$ cat config.mk
export PLATFORM = sky130hd
export DESIGN_NAME = trdb_branch_map_multi_flat
export DESIGN_NICKNAME = d
export VERILOG_FILES = /design/src/rtl/trdb_branch_map_multi_if.sv /design/src/rtl/trdb_branch_map_multi.sv /design/src/flat_wrapper.sv
export SDC_FILE = /design/constraint.sdc
export NUM_CORES = 1
export LEC_CHECK = 0
export CAP_MARGIN = 5
export CORE_MARGIN = 8
export CORE_UTILIZATION = 30
export CTS_CLUSTER_DIAMETER = 150
export CTS_CLUSTER_SIZE = 16
export DETAILED_ROUTE_END_ITERATION = 16
export GPL_TIMING_DRIVEN = 0
export PLACE_DENSITY = 0.55
export SYNTH_ARGS = -nofsm -noshare
export SYNTH_HDL_FRONTEND = slang
export SYNTH_SLANG_ARGS = --single-unit
$ cat constraint.sdc
create_clock -name clk_i -period 4.2 [get_ports clk_i]
set_input_delay 0.84 -clock clk_i [delete_from_list [all_inputs] [get_ports clk_i]]
set_output_delay 0.84 -clock clk_i [all_outputs]
set_load 0.005 [all_outputs]
$ cat src/rtl/trdb_branch_map_multi_if.sv
// Bundle between the retire stage, the branch map and the packet emitter.
// The slave side is the map; the master side drives retire lanes and flush.
interface trdb_branch_map_multi_if #(
  parameter int DEPTH = 31,
  parameter int NRET  = 2,
  parameter int PBC_W = 16
);
  localparam int CNT_W = $clog2(DEPTH + 1);

  logic [NRET-1:0]  valid_i;
  logic [NRET-1:0]  branch_taken_i;
  logic [NRET-1:0]  branch_taken_prediction_i;
  logic             flush_i;
  logic [DEPTH-1:0] map_o;
  logic [CNT_W-1:0] branches_o;
  logic [PBC_W-1:0] pbc_o;
  logic             misprediction_o;
  logic             overflow_o;
  logic             is_full_o;
  logic             is_empty_o;

  modport slave (
    input  valid_i, branch_taken_i, branch_taken_prediction_i, flush_i,
    output map_o, branches_o, pbc_o, misprediction_o, overflow_o,
           is_full_o, is_empty_o
  );

  modport master (
    output valid_i, branch_taken_i, branch_taken_prediction_i, flush_i,
    input  map_o, branches_o, pbc_o, misprediction_o, overflow_o,
           is_full_o, is_empty_o
  );
endinterface

$ cat src/rtl/trdb_branch_map_multi.sv
// Branch map for the trace encoder: compacts up to NRET retired branch
// outcomes per cycle into a DEPTH-entry map, with optional prediction stats.
module trdb_branch_map_multi #(
  parameter int DEPTH   = 31,
  parameter int NRET    = 2,
  parameter bit PRED_EN = 1'b1,
  parameter int PBC_W   = 16
) (
  input logic                   clk_i,
  input logic                   rst_ni,
  trdb_branch_map_multi_if.slave bus
);
  localparam int CNT_W = $clog2(DEPTH + 1);

  logic [DEPTH-1:0] r_map;
  logic [CNT_W-1:0] r_branches;
  logic             r_overflow;
  logic             r_full;
  logic             r_empty;

  logic [DEPTH-1:0] w_map_nxt;
  logic [CNT_W-1:0] w_branches_nxt;
  logic             w_overflow_nxt;

  // Flush is applied first, so the push base is zero whenever flush_i is high.
  always_comb begin : push_comb
    int v_idx;
    w_map_nxt      = bus.flush_i ? '0 : r_map;
    w_overflow_nxt = bus.flush_i ? 1'b0 : r_overflow;
    v_idx          = bus.flush_i ? 0 : int'(r_branches);
    for (int j = 0; j < NRET; j++) begin
      if (bus.valid_i[j]) begin
        if (v_idx < DEPTH) begin
          for (int b = 0; b < DEPTH; b++) begin
            if (b == v_idx) w_map_nxt[b] = ~bus.branch_taken_i[j];
          end
        end else begin
          w_overflow_nxt = 1'b1;
        end
        v_idx = v_idx + 1;
      end
    end
    if (v_idx > DEPTH) v_idx = DEPTH;
    w_branches_nxt = CNT_W'(v_idx);
  end

  always_ff @(posedge clk_i or negedge rst_ni) begin
    if (!rst_ni) begin
      r_map      <= '0;
      r_branches <= '0;
      r_overflow <= 1'b0;
      r_full     <= 1'b0;
      r_empty    <= 1'b1;
    end else begin
      r_map      <= w_map_nxt;
      r_branches <= w_branches_nxt;
      r_overflow <= w_overflow_nxt;
      r_full     <= (int'(w_branches_nxt) > (DEPTH - NRET));
      r_empty    <= (w_branches_nxt == '0);
    end
  end

  assign bus.map_o      = r_map;
  assign bus.branches_o = r_branches;
  assign bus.overflow_o = r_overflow;
  assign bus.is_full_o  = r_full;
  assign bus.is_empty_o = r_empty;

  generate
    if (PRED_EN) begin : g_pred
      logic [PBC_W-1:0] r_pbc;
      logic             r_mis;
      logic [PBC_W+2:0] w_pbc_sum;
      logic             w_mis;

      // Counted on every valid lane, including lanes dropped by a full map.
      always_comb begin : pred_comb
        int v_corr;
        v_corr = 0;
        for (int j = 0; j < NRET; j++) begin
          if (bus.valid_i[j] && (bus.branch_taken_i[j] == bus.branch_taken_prediction_i[j]))
            v_corr = v_corr + 1;
        end
        w_mis     = |(bus.valid_i & (bus.branch_taken_i ^ bus.branch_taken_prediction_i));
        w_pbc_sum = (bus.flush_i ? '0 : {3'b000, r_pbc}) + (PBC_W + 3)'(v_corr);
      end

      always_ff @(posedge clk_i or negedge rst_ni) begin
        if (!rst_ni) begin
          r_pbc <= '0;
          r_mis <= 1'b0;
        end else begin
          r_pbc <= (w_pbc_sum > {3'b000, {PBC_W{1'b1}}}) ? {PBC_W{1'b1}}
                                                         : w_pbc_sum[PBC_W-1:0];
          r_mis <= w_mis;
        end
      end

      assign bus.pbc_o           = r_pbc;
      assign bus.misprediction_o = r_mis;
    end else begin : g_no_pred
      logic w_unused_pred;
      assign w_unused_pred       = ^bus.branch_taken_prediction_i;
      assign bus.pbc_o           = '0;
      assign bus.misprediction_o = 1'b0;
    end
  endgenerate
endmodule
$ cat src/flat_wrapper.sv
// flat-port wrapper written by rule: the top's interface ports become plain ports
module trdb_branch_map_multi_flat 
#(
  parameter int DEPTH   = 31,
  parameter int NRET    = 2,
  parameter bit PRED_EN = 1'b1,
  parameter int PBC_W   = 16
)
  (clk_i, rst_ni, bus_valid_i, bus_branch_taken_i, bus_branch_taken_prediction_i, bus_flush_i, bus_map_o, bus_branches_o, bus_pbc_o, bus_misprediction_o, bus_overflow_o, bus_is_full_o, bus_is_empty_o);
  trdb_branch_map_multi_if #(.DEPTH(DEPTH), .NRET(NRET), .PBC_W(PBC_W)) bus_i ();
  input logic clk_i;
  input logic rst_ni;
  input wire logic [$bits(bus_i.valid_i)-1:0] bus_valid_i;
  input wire logic [$bits(bus_i.branch_taken_i)-1:0] bus_branch_taken_i;
  input wire logic [$bits(bus_i.branch_taken_prediction_i)-1:0] bus_branch_taken_prediction_i;
  input wire logic [$bits(bus_i.flush_i)-1:0] bus_flush_i;
  output wire logic [$bits(bus_i.map_o)-1:0] bus_map_o;
  output wire logic [$bits(bus_i.branches_o)-1:0] bus_branches_o;
  output wire logic [$bits(bus_i.pbc_o)-1:0] bus_pbc_o;
  output wire logic [$bits(bus_i.misprediction_o)-1:0] bus_misprediction_o;
  output wire logic [$bits(bus_i.overflow_o)-1:0] bus_overflow_o;
  output wire logic [$bits(bus_i.is_full_o)-1:0] bus_is_full_o;
  output wire logic [$bits(bus_i.is_empty_o)-1:0] bus_is_empty_o;
  assign bus_i.valid_i = bus_valid_i;
  assign bus_i.branch_taken_i = bus_branch_taken_i;
  assign bus_i.branch_taken_prediction_i = bus_branch_taken_prediction_i;
  assign bus_i.flush_i = bus_flush_i;
  assign bus_map_o = bus_i.map_o;
  assign bus_branches_o = bus_i.branches_o;
  assign bus_pbc_o = bus_i.pbc_o;
  assign bus_misprediction_o = bus_i.misprediction_o;
  assign bus_overflow_o = bus_i.overflow_o;
  assign bus_is_full_o = bus_i.is_full_o;
  assign bus_is_empty_o = bus_i.is_empty_o;
  trdb_branch_map_multi #(.DEPTH(DEPTH), .NRET(NRET), .PRED_EN(PRED_EN), .PBC_W(PBC_W)) u_core (.clk_i(clk_i), .rst_ni(rst_ni), .bus(bus_i));
endmodule
==> metrics.cfg, run 1 <==
[floorplan]
die_area_um2=16000
num_rows=40
fp.dieW_um=127
core_um2=12000
pin_count=65
die_y_um=127
start_util=0.306

[pwr]
p_leak_nw=2.08
p_per_area_nw_per_um2=307
power.share.clock=0.336
power.switching_w=0.000435
ir_drop_mv=0.141
sw_frac_of_total=0.305
power_w=0.00143
p_int_w=0.000993
combPwrFrac=0.243
seqPwrFrac=0.421

[clock_network]
htree_num_levels=2
postCtsSetupBuffers=0
clock_sink_count=56
cts_hold_buf=0
insertion_delay_ns=0.30
cts_root_buf=clkbuf_16
clockBufferDepth=2
cts_made_buffers=5
cts_tree=yes
clk_pin_slew_ns=0.07
ctsResizeCount=0

[sta]
timing.final.crit_share=0.923
fin_worst_skew_ns=0.00867
hold_viol_final=0
fmax_mhz=258
finalSetupTns_ns=0
drv_slew=0
maxSlewHeadroom=0.572
max_slew.worst_pin.slew_ns=0.641
min_period_ns=3.88
whs_ns=0.517
setup_viol=0
rsz0062_at_grt=false

[detailed_routing]
via_per_inst=5.38
finalWirelength_um=11200
dr.pass1.iters=5
wl_per_cell_um=18.0
drc=0
vias=3352
drtIter0Drc=221
ant_nets=0

[critical_path]
worstPathRequired_ns=4.35
critPathArrivalTime_ns=4.03
cp-start-kind=input pin
cp-end-kind=flop
cp_max_fo=10
critPathKind=in -> reg

[placement]
place_inst=615
gp_congestion=0.820
portBuffers=62
hpwlAfterDp_um=8340

[synthesis]
synth-main-ff-cell=dfrtp_1
synthArstFlopShare=1.00
syn_inst=405
ys_seq_area_frac=0.383
synth_nets=428
ys_seq_elements=56
syn-cell-area_um2=3660
synth_cell_type_count=52
synth-edff-count=0
synth.avg_cell_area_um2=9.05
yosysWarnings=0

[min_path]
min_path_type=in -> async

[final_layout]
final_nets=498
drive_above_1_share=0.0777
layout.cells.non_filler=623
num_antenna_cells=0
syn_to_final_growth_pct=26.9

[global_route]
grt_usage=0.144
first_global_vias=3469
antenna_found_initial=0
grt_overflow=0
grt_pass1_wl_um=18700
grt_max_degree=35

[run]
maxCapViolations=0

[outcome]
outcome=complete, no violations

-- critical path: stages --
cell	delay (ns)
clkdlybuf4s50_1	0.56
buf_2	0.26
nand2b_1	0.20
inv_1	0.08
ha_1	0.18
clkbuf_1	0.22
and2_1	0.22
ha_1	0.24
and3b_1	0.22
clkbuf_1	0.25
buf_2	0.26
nand3_1	0.11
mux2i_1	0.14
a31oi_1	0.17
a31oi_1	0.07
-- final timing paths --
kind	start	to	slack, ns	depth (start not counted)
max	bus_flush_i	u_core.bus.map_o[25]	0.32	15
min	rst_ni	u_core.bus.pbc_o[4]	0.52	1
max reg2reg	u_core.bus.branches_o[0]	u_core.bus.map_o[25]	1.23	12
min reg2reg	u_core.bus.overflow_o	u_core.bus.overflow_o	0.54	2
max in group asynchronous	rst_ni	u_core.bus.branches_o[0]	3.11	2
min in group clk_i	u_core.bus.overflow_o	u_core.bus.overflow_o	0.54	2
-- metrics by stage --
stage / area, µm² / utilization / worst slack, ns
floorplan: 3660 / - / 1.13
global placement: 4470 / 0.374 / 0.0702
detailed placement: 4480 / 0.375 / 0.0226
CTS: 4650 / 0.389 / 0.317
global route: 4650 / 0.389 / 0.0673
finish: 4650 / 0.389 / 0.323
-- power by group through the flow --
stage | Sequential (W) | Combinational, W | Clock (W)
4_1_cts | 0.000602 | 0.000346 | 0.000494
5_1_grt | 0.000606 | 0.000382 | 0.000514
3_3_place_gp | 0.000611 | 0.000337 | 0
3_5_place_dp | 0.000612 | 0.000343 | 0
6_report | 0.000602 | 0.000347 | 0.000479
2_1_floorplan | 0.000606 | 0.000187 | 0
-- cell families after synthesis --
kind of cell / after synthesis / share of synthesized area
AO/OA/AOI/OAI: 85 / 0.144
XOR/XNOR: 18 / 0.0451
multiplexers: 34 / 0.0929
adder cells (fa/ha/maj): 14 / 0.0498
buffers and inverters: 43 / 0.0529
flip-flops: 56 / 0.383
AND/OR/NAND/NOR: 155 / 0.232
-- synthesized netlist by cell type (2+ instances only) --
master / n / area [µm²]
nand2b_1: 6 / 37.5
and3_1: 6 / 37.5
nand3_1: 33 / 165
and2_1: 11 / 68.8
nor3b_2: 2 / 25.0
xnor2_1: 11 / 96.3
mux2i_1: 34 / 340
o21ai_0: 14 / 70.1
a21oi_1: 6 / 30.0
buf_6: 2 / 22.5
and3b_1: 2 / 17.5
buf_2: 11 / 55.1
buf_1: 2 / 7.51
nand3b_1: 2 / 15.0
nand4_1: 7 / 43.8
o211ai_1: 5 / 37.5
xor2_1: 6 / 52.6
dfrtp_1: 55 / 1380
a31oi_1: 51 / 319
nand4b_1: 3 / 26.3
nor3_1: 6 / 30.0
nor3_2: 3 / 30.0
ha_1: 13 / 163
nand2_1: 38 / 143
nor2b_1: 7 / 43.8
clkbuf_1: 19 / 71.3
nor2_1: 19 / 71.3
inv_2: 2 / 7.51
inv_1: 6 / 22.5
-- sequential cells by signal (all words and copies together) (netlist names) --
| name | count |
|---|---|
| u_core.bus.is_full_o | 1 |
| u_core.bus.map_o | 31 |
| u_core.bus.overflow_o | 1 |
| u_core.bus.is_empty_o | 1 |
| u_core.bus.misprediction_o | 1 |
| u_core.bus.branches_o | 5 |
| u_core.bus.pbc_o | 16 |
-- per-layer routing --
| metal | GRT usage | vias to the layer above | share of wire |
|---|---|---|---|
| li1 | - | 1601 | - |
| met1 | 0.182 | 1637 | 0.46 |
| met2 | 0.240 | 103 | 0.47 |
| met3 | 0.0314 | 11 | 0.055 |
| met4 | 0.0425 | 0 | 0.014 |
| met5 | 0 | - | 0 |
-- layout by cell type (no fill, tap or decap), drive strengths merged, types with 7 or more instances in the layout --
cell type	Yosys	final
nor2b	7	7
inv	8	8
dfrtp	55	55
nand3	33	33
ha	13	13
clkdlybuf4s50	0	61
xnor2	11	11
and2	11	11
nand4	7	7
a31oi	51	51
clkbuf	19	24
buf	16	18
nand2	38	38
xor2	7	7
o21ai	15	15
nor2	20	20
nor3	10	10
mux2i	34	34
and3	7	7
-- cell type report --
class	count	area (µm²)
timing repair buffer	63	636
buffer	35	164
multi-input combinational	306	2070
inverter	8	30.0
clock buffer	5	125
sequential	56	1400
fill	1221	7310
clock inverter	3	42.5
tap	147	184
(Power assumes the default switching activity.)
==> run 2: changes to the inputs <==
- ABC_CLOCK_PERIOD_IN_PS: not set -> 4200
==> results of run 2 <==
Same layout as run 1: the final DEF is identical, and so are final timing and power.
